**src/rtl/redirect_sequencer.sv**
```systemverilog
// redirect_sequencer: arbitrates pipeline redirect sources (exception, ertn,
// branch mispredict), flushes the affected stages for one cycle and then offers
// the new fetch PC on a valid/ready handshake until fetch accepts it.
//
// Optional feature: define REDIRECT_STAT_EN to add per-source transfer counters
// (stat_bp, stat_exp, stat_ertn) and a fetch-hold cycle counter (stat_hold).

`ifndef ADDR_WIDTH
`define ADDR_WIDTH 32
`endif

module redirect_sequencer #(
   parameter int unsigned ADDR_W = `ADDR_WIDTH
) (
   input  logic              clk,
   input  logic              rst_n,
   input  logic              bp_miss,
   input  logic [ADDR_W-1:0] bp_target,
   input  logic              exp_en,
   input  logic [ADDR_W-1:0] trap_entry,
   input  logic              e_ret,
   input  logic [ADDR_W-1:0] epc,
   input  logic              redirect_ready,
   output logic              redirect_valid,
   output logic [ADDR_W-1:0] redirect_pc,
   output logic [4:0]        flush,
   output logic              fetch_hold
`ifdef REDIRECT_STAT_EN
   ,
   output logic [31:0]       stat_bp,
   output logic [31:0]       stat_exp,
   output logic [31:0]       stat_ertn,
   output logic [31:0]       stat_hold
`endif
);

   // Source classes, numerically ordered by priority so a plain compare ranks them.
   localparam logic [1:0] SrcNone = 2'd0;
   localparam logic [1:0] SrcBp   = 2'd1;
   localparam logic [1:0] SrcErtn = 2'd2;
   localparam logic [1:0] SrcExp  = 2'd3;

   localparam logic [1:0] StIdle     = 2'd0;
   localparam logic [1:0] StFlush    = 2'd1;
   localparam logic [1:0] StRedirect = 2'd2;

   // A mispredict only squashes the younger IF/ID instructions; commit-time
   // events squash everything up to (not including) WB.
   localparam logic [4:0] FlushBp     = 5'b11000;
   localparam logic [4:0] FlushCommit = 5'b11110;

   logic [1:0]        state_q, state_d;
   logic [1:0]        src_q, src_d;
   logic [ADDR_W-1:0] tgt_q, tgt_d;

   logic [1:0]        req_src;
   logic [ADDR_W-1:0] req_tgt;
   logic              preempt;
   logic              xfer_done;

   // Pick the single highest-priority request presented this cycle.
   always_comb begin
      req_src = SrcNone;
      req_tgt = '0;
      if (exp_en) begin
         req_src = SrcExp;
         req_tgt = trap_entry;
      end else if (e_ret) begin
         req_src = SrcErtn;
         req_tgt = epc;
      end else if (bp_miss) begin
         req_src = SrcBp;
         req_tgt = bp_target;
      end
   end

   // Only a strictly older event may restart an in-flight redirect; anything
   // equal or lower comes from an instruction that is being flushed anyway.
   assign preempt   = (state_q != StIdle) && (req_src > src_q);
   assign xfer_done = (state_q == StRedirect) && redirect_ready && !preempt;

   // Next-state and latched source/target selection.
   always_comb begin
      state_d = state_q;
      src_d   = src_q;
      tgt_d   = tgt_q;
      unique case (state_q)
         StIdle: begin
            if (req_src != SrcNone) begin
               state_d = StFlush;
               src_d   = req_src;
               tgt_d   = req_tgt;
            end
         end
         StFlush: begin
            if (preempt) begin
               state_d = StFlush;
               src_d   = req_src;
               tgt_d   = req_tgt;
            end else begin
               state_d = StRedirect;
            end
         end
         StRedirect: begin
            if (preempt) begin
               // Preemption wins over a same-cycle handshake.
               state_d = StFlush;
               src_d   = req_src;
               tgt_d   = req_tgt;
            end else if (redirect_ready) begin
               state_d = StIdle;
               src_d   = SrcNone;
               tgt_d   = '0;
            end
         end
         default: begin
            state_d = StIdle;
            src_d   = SrcNone;
            tgt_d   = '0;
         end
      endcase
   end

   // State registers with synchronous active-low reset.
   always_ff @(posedge clk) begin
      if (!rst_n) begin
         state_q <= StIdle;
         src_q   <= SrcNone;
         tgt_q   <= '0;
      end else begin
         state_q <= state_d;
         src_q   <= src_d;
         tgt_q   <= tgt_d;
      end
   end

   // Outputs decode purely from registered state.
   always_comb begin
      flush          = 5'b00000;
      redirect_valid = 1'b0;
      redirect_pc    = '0;
      fetch_hold     = 1'b0;
      unique case (state_q)
         StFlush: begin
            flush      = (src_q == SrcBp) ? FlushBp : FlushCommit;
            fetch_hold = 1'b1;
         end
         StRedirect: begin
            redirect_valid = 1'b1;
            redirect_pc    = tgt_q;
            fetch_hold     = 1'b1;
         end
         default: ;
      endcase
   end

`ifdef REDIRECT_STAT_EN
   logic [31:0] stat_bp_q, stat_exp_q, stat_ertn_q, stat_hold_q;

   // Statistics: completed transfers per source and held-fetch cycles, wrapping.
   always_ff @(posedge clk) begin
      if (!rst_n) begin
         stat_bp_q   <= '0;
         stat_exp_q  <= '0;
         stat_ertn_q <= '0;
         stat_hold_q <= '0;
      end else begin
         if (xfer_done && (src_q == SrcBp))   stat_bp_q   <= stat_bp_q + 32'd1;
         if (xfer_done && (src_q == SrcExp))  stat_exp_q  <= stat_exp_q + 32'd1;
         if (xfer_done && (src_q == SrcErtn)) stat_ertn_q <= stat_ertn_q + 32'd1;
         if (fetch_hold)                      stat_hold_q <= stat_hold_q + 32'd1;
      end
   end

   assign stat_bp   = stat_bp_q;
   assign stat_exp  = stat_exp_q;
   assign stat_ertn = stat_ertn_q;
   assign stat_hold = stat_hold_q;
`else
   // Transfer completion only feeds the statistics counters.
   logic unused_xfer_done;
   assign unused_xfer_done = xfer_done;
`endif

endmodule

```
**config.mk**
```make
export PLATFORM = sky130hd
export DESIGN_NAME = redirect_sequencer
export DESIGN_NICKNAME = d
export VERILOG_FILES = /design/src/rtl/redirect_sequencer.sv
export SDC_FILE = /design/constraint.sdc
export NUM_CORES = 1
export LEC_CHECK = 0
export BUFFER_PORTS_ARGS = -buffer_cell sky130_fd_sc_hd__buf_4
export CAP_MARGIN = 20
export CORE_ASPECT_RATIO = 1.4
export CORE_MARGIN = 1.5
export CORE_UTILIZATION = 40
export CTS_BUF_LIST = sky130_fd_sc_hd__clkbuf_2 sky130_fd_sc_hd__clkbuf_4 sky130_fd_sc_hd__clkbuf_8
export CTS_CLUSTER_DIAMETER = 50
export CTS_CLUSTER_SIZE = 14
export DETAILED_ROUTE_END_ITERATION = 10
export HOLD_SLACK_MARGIN = 0.08
export PLACE_DENSITY = 0.75
export SYNTH_ARGS = -nofsm -noshare
export SYNTH_HDL_FRONTEND = slang
export SYNTH_SLANG_ARGS = --single-unit
```
**constraint.sdc**
```tcl
create_clock -name clk -period 6.1 [get_ports clk]
set_clock_uncertainty 0.2 [all_clocks]
set_input_delay 0.915 -clock clk [delete_from_list [all_inputs] [get_ports clk]]
set_output_delay 0.915 -clock clk [all_outputs]
set_load 0.01 [all_outputs]
```
After elaboration in Yosys (flattened, before gate mapping):

Index checks and enable logic that the tools add are counted.

* bits in latches: 0
* RAM bits: 0
* bits of input ports: 102
* output and inout bits: 39
* memories: 0
* flip-flop bits (word level): 36
* logic and storage cells: 42
* memory bits (read-only): 0

* shifts and indexed selects: 0
* order comparisons: 1
* muxes and demuxes: 25
* divide/modulo/power cells: 0
* multiply operators: 0
* reductions and logical operators: 7
* add/subtract/negate cells: 0
* bitwise gates (word level): 0
* equality and inequality tests: 6

Operator list (count)
* 2-to-1 mux 32 bit: 8
* case mux 32 bit (3 select lines): 1
* 2-to-1 mux 2 bit: 9
* case mux 2 bit (3 select lines): 2
* 2-to-1 mux 5 bit: 1
* equality test 2 x 1 -> 1 bit, second input constant: 2
* inequality test 2 bit, second input constant: 2
* nonzero test 2 bit: 2
* 2-to-1 mux 1 bit: 3
* 2-to-1 mux 3 bit: 1
* inequality test 3 bit, second input constant: 1
* AND reduction 3 bit: 1
* equality test 2 bit, second input constant: 1
* greater-than comparator 2 bit: 1
* zero test 2 bit: 1
* AND reduction 2 bit: 1
* OR reduction 2 bit: 1
* logical AND 1 bit: 1

Logic depth before layout (Yosys ltp):

Gate-level depths: netlist of run 1.

* depth in word-level cells: 7
* gate-level depth with buffers: 13
* mapped depth without buffers: 8

Worst setup path before layout of run 1:

OpenSTA, ideal clock, no wires.

* path type: input-to-reg
* start point: input port exp_en
* end point: register tgt_q[9]
* stages on the path: 9
* setup time: 0.117 ns
* slack: 2.951 ns
* path buffers: 3
* required time: 5.783 ns
* arrival time: 2.831 ns
* cells stage by stage: buf_2 > clkbuf_1 > or2_2 > ha_1 > and2b_1 > o211ai_2 > o21ai_1 > clkbuf_1 > a32o_1

* cells in the longest elaborated chain, start to end: 5
* elaborated cells on any way between the ends: 13
* classes of those cells: order compare: 1; eq/ne: 3; mux: 6; reduce/logical: 3

RTL lines
* start: declaration: line 19 `input logic exp_en,`
* 2-to-1 mux 2 bit: line 65 `if (exp_en) begin`
* greater-than comparator 2 bit: line 79 `assign preempt = (state_q != StIdle) && (req_src > src_q);`
* logical AND 1 bit: line 79
* inequality test 3 bit (no line) (tied with other cells)
* AND reduction 3 bit (no line) / case mux 32 bit (3 select lines) (equally long branches)
* end signal: assignment: line 133 `tgt_q <= tgt_d;`
* end: declaration: line 54 `logic [ADDR_W-1:0] tgt_q, tgt_d;`

Parallel ways exist; a longest one is shown, timed or not. The select of a mux whose other input is x is not followed.
A chain may end at the register's enable or synchronous reset.

Worst setup path after layout of run 1:

* start point: input port exp_en
* end point: register tgt_q[5]

Same word-level chain as after synthesis.

==> key figures, run 1 <==
Worst setup path
  – Critical path's slowest cell: and2_1
  – Startpoint types: primary input
  – WP data required: 6.13 ns
  – Cell chain of the critical path: buf_4, or2_2, ha_1, and2b_1, o211ai_2, and2_1, buf_8, a32o_1
  – Worst path max stage delay: roughly 0.65 ns
  – Crit. End Element: flop
  – Crit path kind: primary input to flop
  – Buf/Inv on CP: 2
  – Crit-path max FO: between 60 and 70
  – CP top delay family: simple AND/OR/NAND/NOR gates
  – Arrival @ worst endpoint: 3.40 ns
  – Worst reg-to-reg setup slack: roughly 3 ns

STA
  – Max Slew Vio Count: 0
  – Fin crit period: roughly 3.4 ns
  – Final hold violation count: 0
  – Period utilization: 0.552
  – Unrepaired setup endpoints after global routing: false
  – Final setup viols: 0
  – Hold Slack: roughly 0.26 ns
  – Fmax: ~300 MHz
  – Actual slew at the worst max-slew pin: between 1 and 1.5 ns
  – Rel. slew slack: 0.301
  – Final TNS setup: 0 ns

Flow run
  – Max-cap violations: 0

Power and ir drop
  – Switching part of the total: 0.378
  – Int Pwr: between 600 and 700 uW
  – LEAKAGE: about 1.6 nW
  – Clk pwr share: 0.157
  – Combinational share of power: 0.491
  – Flop pwr share: 0.352
  – Max VDD drop: ~0.18 mV
  – Switching pwr: between 400 and 500 uW
  – Pwr dens: between 300 and 400 nW/um^2

Clock network
  – CTS H-tree lvls: 2
  – TritonCTS clock tree: done
  – CTS Buf Count: 5
  – Clk_lat worst skew: about 0.28 ns
  – Clk Tree Root Cell: clkbuf_8
  – Sink Count: 36
  – Setup Buffers After CTS: 0
  – Clk buf depth: 2
  – Reg clk slew, reported paths: around 0.070 ns
  – PostCTS Resize Cnt: 0
  – Hold Buf Count CTS: 0

Yosys
  – Area contributors post-synth: dfxtp_1, a32o_1, a221oi_1, and2_1, a21oi_1
  – Synthesized instance count: 269
  – Sequential fraction of the synthesis area: 0.313
  – Synthesis-stage register bit count: 36
  – Warnings, synthesis: 0
  – Post-synth top area cell: dfxtp_1
  – Post-Syn Nets: 378
  – Top cell type's share of synthesized area: 0.313
  – Synth Cell Area: 2300 um^2
  – Unique masters post-synth: 33
  – Mean Syn Cell Area: between 8 and 9 um^2

GRT
  – First-pass GRT wire length: 11100 um
  – Vias in the first global route: about 2.4k
  – Grt ovf: 0
  – Initial antenna violation count: 0
  – Pin count of the biggest net entering global routing: 67
  – Tot GR Track Use: 0.231

Placement
  – # port buffers: between 100 and 150
  – Final GP Congestion: 0.768
  – Placed Cells: between 400 and 500
  – HPWL Detailed: about 5000 um

Routing
  – Drt first pass iters: 4
  – Final wirelength: 7080 um
  – 1st-iter DRT viols: 130
  – Final ANT Viol Nets: 0
  – Vias per cell: ~5.5
  – Drt drc: 0
  – WL per Instance: approximately 16 um
  – Vias: 2515

Floorplan
  – # rows: 32
  – Starting Density: 0.417
  – Die area: around 6200 um^2
  – Num ports: roughly 140
  – Core area: 5530 um^2
  – Die Ht: roughly 93 um
  – Die width: 67.1 um

Final layout
  – Most common cell after layout, fill and taps aside: buf_4
  – Most frequent cells in the layout: buf_4, inv_1, dfxtp_1
  – Layout Cells excl Fill: 457
  – Share of layout cells above drive strength 1: 0.409
  – Inserted Diodes: 0
  – Layout Area Growth over Synthesis: 47.4%
  – Nets: ~500
  – Post-Route Utilization: 0.615

Hold path
  – Hold Crit Class: flop to flop

Status
  – Status: finished, final reports clean
==> power groups by stage <==
stage	Combinational, mW	Clock [mW]	Sequential, mW
CTS	0.542	0.177	0.386
global route	0.590	0.191	0.400
global placement	0.517	0	0.385
finish	0.538	0.172	0.386
detailed placement	0.540	0	0.391
floorplan	0.377	0	0.376
==> metal layers <==
metal  global-route usage  share of wire  wire (um)
met4               0.0782          0.017        121
met2                0.402           0.55       3910
met5                    0              0          0
met1                0.271           0.38       2690
met3               0.0522          0.051        364
==> cell families after synthesis <==
group,share of synthesized area
adders and majority gates,0.0380
AOI/OAI and AO/OA,0.378
DFF,0.313
other,0.00163
muxes,0.00489
and+or+nand+nor,0.129
buffers and inverters,0.135
==> registers in the layout, indices dropped and copies added, names as in the netlist <==
name / cells
tgt_q: 32
state_q: 2
src_q: 2
==> Yosys cell counts (all sizes together) <==
cell	number
buf	14
a21boi	1
nor2b	2
a21o	1
o211ai	2
and2	33
a211oi	2
nor4b	1
ha	7
or2	2
o31a	1
a221oi	31
mux2	1
conb	1
dfxtp	36
nor2	1
nand2b	1
inv	37
and2b	1
o21ai	4
a21oi	32
a32o	35
nand2	4
o22ai	1
nor3b	1
clkbuf	17
==> through the flow <==
| stage | worst slack, ns | total power [mW] | cell area, um^2 |
|---|---|---|---|
| floorplan | 2.95 | 0.753 | 2300 |
| global route | 2.55 | 1.18 | 3400 |
| global placement | 2.32 | 0.903 | 3290 |
| finish | 2.73 | 1.10 | 3400 |
| detailed placement | 2.46 | 0.932 | 3300 |
| CTS | 2.75 | 1.11 | 3400 |
==> layout make-up <==
type                            instances  area, um^2
Sequential cell                        36         721
Timing Repair Buffer                  143        1080
Fill cell                             521        2130
Multi-Input combinational cell        165        1280
Inverter                               37         139
Clock buffer                            6        82.6
Clock inverter                          2        10.0
Tap cell                               68        85.1
==> path summary, 6_finish.rpt <==
check                           startpoint       end  depth (start not counted)
worst min-delay path              tgt_q[6]  tgt_q[6]                          1
worst min register to register    tgt_q[6]  tgt_q[6]                          1
worst max register to register  state_q[0]  tgt_q[5]                          7
worst max-delay path                exp_en  tgt_q[5]                          8
No activity file was read; power rests on OpenSTA's default activity.
==> run 2, diff against run 1 <==
- clock period: 6.1 -> 3.13 ns (I/O delays scaled with it)
==> run 2 against run 1 <==
- die area did not move
- register-to-register slack got worse by 2.2 ns
- count of clock-buffer cells in the layout stayed put
- utilization increased by 1.0 points
- sequential power increased by 95%
- wire length down 2.2%
- clock power increased by 85%
- flip-flop and latch count unchanged
- largest cell class unchanged
- highest routed layer unchanged
- first-iteration DRC count rose by 42%
==> key figures, run 2 (synthesis gave the netlist of run 1 again) <==
Power and ir drop
  – Flop pwr share: 0.344 (-0.008)
  – LEAKAGE: 1.67 nW (+1.7%)
  – Max VDD drop: 0.399 mV (+120%)
  – Switching pwr: 813 uW (+96%)
  – Int Pwr: 1.37 mW (+100%)
  – Pwr dens: 633 nW/um^2 (+96%)
  – Combinational share of power: 0.511 (+0.020)
  – Switching part of the total: 0.372 (-0.00614)
  – Clk pwr share: 0.146 (-0.011)

Worst setup path
  – Startpoint types: primary input
  – Crit. End Element: flop
  – Worst flop-to-flop path endpoint: tgt_q[11]
  – RR Startpoint: state_q[1]
  – Crit-path max FO: 20 (-70%)
  – Arrival @ worst endpoint: 2.47 ns (-0.93 ns)
  – Worst reg-to-reg setup slack: 0.78 ns (-2.16 ns)
  – WP data required: 3.16 ns (-2.97 ns)
  – R2R depth: 7 (unchanged)
  – Crit path kind: primary input to flop

Floorplan
  – Die area: 6230 um^2 (unchanged)
  – Die width: 67.1 um (unchanged)
  – Die Ht: 92.8 um (unchanged)
  – Starting Density: 0.417 (unchanged)
  – # rows: 32 (unchanged)
  – Num ports: 141 (unchanged)
  – Core area: 5530 um^2 (unchanged)

Clock network
  – CTS H-tree lvls: 2 (unchanged)
  – Setup Buffers After CTS: 0 (unchanged)
  – Sink Count: 36 (unchanged)
  – Clk_lat worst skew: 0.29 ns (about the same)
  – Clk Tree Root Cell: clkbuf_8
  – Clk buf depth: 2 (unchanged)
  – PostCTS Resize Cnt: 0 (unchanged)
  – TritonCTS clock tree: done
  – Reg clk slew, reported paths: 0.07 ns (about the same)
  – Hold Buf Count CTS: 0 (unchanged)
  – CTS Buf Count: 5 (unchanged)

STA
  – Period utilization: 0.778
  – Final setup viols: 0 (unchanged)
  – Unrepaired setup endpoints after global routing: false
  – Fmax: 410 MHz
  – Max Slew Vio Count: 0 (unchanged)
  – Actual slew at the worst max-slew pin: 0.614 ns (-0.434 ns)
  – Final hold violation count: 0 (unchanged)
  – Final TNS setup: 0 ns (unchanged)
  – Fin crit period: roughly 2.4 ns
  – Rel. slew slack: 0.591 (+0.289)

Routing
  – Final wirelength: 6930 um (-2.2%)
  – Final ANT Viol Nets: 0 (unchanged)
  – WL per Instance: 15.0 um (-3.0%)
  – Drt first pass iters: 4 (unchanged)
  – 1st-iter DRT viols: 184 (+42%)
  – Drt drc: 0 (unchanged)
  – Vias: 2556 (+1.6%)
  – Vias per cell: 5.54 (+0.75%)

Placement
  – HPWL Detailed: 5240 um (+5.0%)
  – Final GP Congestion: 0.818 (+6.5%)
  – # port buffers: 139 (unchanged)

Final layout
  – Most common cell after layout, fill and taps aside: buf_4
  – Most frequent cells in the layout: buf_4, inv_1, dfxtp_1
  – Max reg flops: 32 (unchanged)
  – Layout Area Growth over Synthesis: 49.9%
  – Share of layout cells above drive strength 1: 0.415 (+0.00602)
  – Inserted Diodes: 0 (unchanged)
  – Nets: 502 (+1.0%)
  – Largest Register: tgt_q
  – Top flop regs: tgt_q x32, src_q x2, state_q x2
  – Post-Route Utilization: 0.625 (+0.0102)

Hold path
  – Hold path startpoint: tgt_q[18]
  – Hold Crit Class: flop to flop
  – WHS Endpoint: tgt_q[18]
  – Hold path cells: 1 (unchanged)

GRT
  – Grt ovf: 0 (unchanged)
  – First-pass GRT wire length: 11100 um (-0.19%)
  – Vias in the first global route: 2450 (+1.3%)
  – Tot GR Track Use: 0.229 (-0.00169)
  – Pin count of the biggest net entering global routing: 47 (-30%)
  – Initial antenna violation count: 0 (unchanged)

Status
  – Status: finished, final reports clean

Flow run
  – Max-cap violations: 0 (unchanged)
==> run 2: power groups by stage <==
stage / clock [mW] / sequential [mW] / combinational (mW)
detailed placement: 0 / 0.762 / 1.12
CTS: 0.321 / 0.752 / 1.12
finish: 0.318 / 0.751 / 1.12
global route: 0.342 / 0.778 / 1.23
floorplan: 0 / 0.733 / 0.735
global placement: 0 / 0.754 / 1.09
==> run 2: final cells by class <==
| cell class | instances | area, um^2 |
|---|---|---|
| fillers | 514 | 2070 |
| multi-input cells | 165 | 1280 |
| repair buffers | 148 | 1150 |
| flip-flops and latches | 36 | 721 |
| inverters | 37 | 139 |
| well taps | 68 | 85.1 |
| clock buffers | 6 | 76.3 |
| clock inverters | 1 | 5.00 |
==> run 2: critical path: stages <==
cell	delay [ns]
buf_4	0.13
nor2b_2	0.15
or2_1	0.22
inv_1	0.07
ha_1	0.14
and2b_1	0.20
o211ai_2	0.16
and2_1	0.54
buf_12	0.23
a32o_1	0.13
==> run 2: worst max-delay path by stage <==
stage / from / to / slack, ns / cells after the start
after floorplan: exp_en / tgt_q[9] / 0.43 / 9
after global placement: e_ret / tgt_q[3] / 0.47 / 8
after detailed placement: e_ret / tgt_q[2] / 0.42 / 8
after CTS: bp_miss / tgt_q[2] / 0.71 / 10
after global routing: state_q[1] / tgt_q[2] / 0.55 / 7
final: bp_miss / tgt_q[11] / 0.69 / 10
==> run 2: per-stage QoR <==
step           instances  total power [mW]  hold slack (ns)  area (um^2)  setup slack, ns
2_1_floorplan        269              1.47            0.234         2300            0.427
3_3_place_gp         454              1.84            0.239         3370            0.472
3_5_place_dp         454              1.88            0.246         3370            0.421
4_1_cts              461              2.19            0.261         3450            0.709
5_1_grt              461              2.35            0.275         3450            0.549
6_report             461              2.19            0.260         3450            0.694
==> run 2: metal layers <==
layer	GRT usage	routed length, um	vias up
met3	0.0389	331	16
met1	0.277	2750	1216
met2	0.390	3690	80
met5	0	0	-
li1	-	-	1244
met4	0.0952	167	0
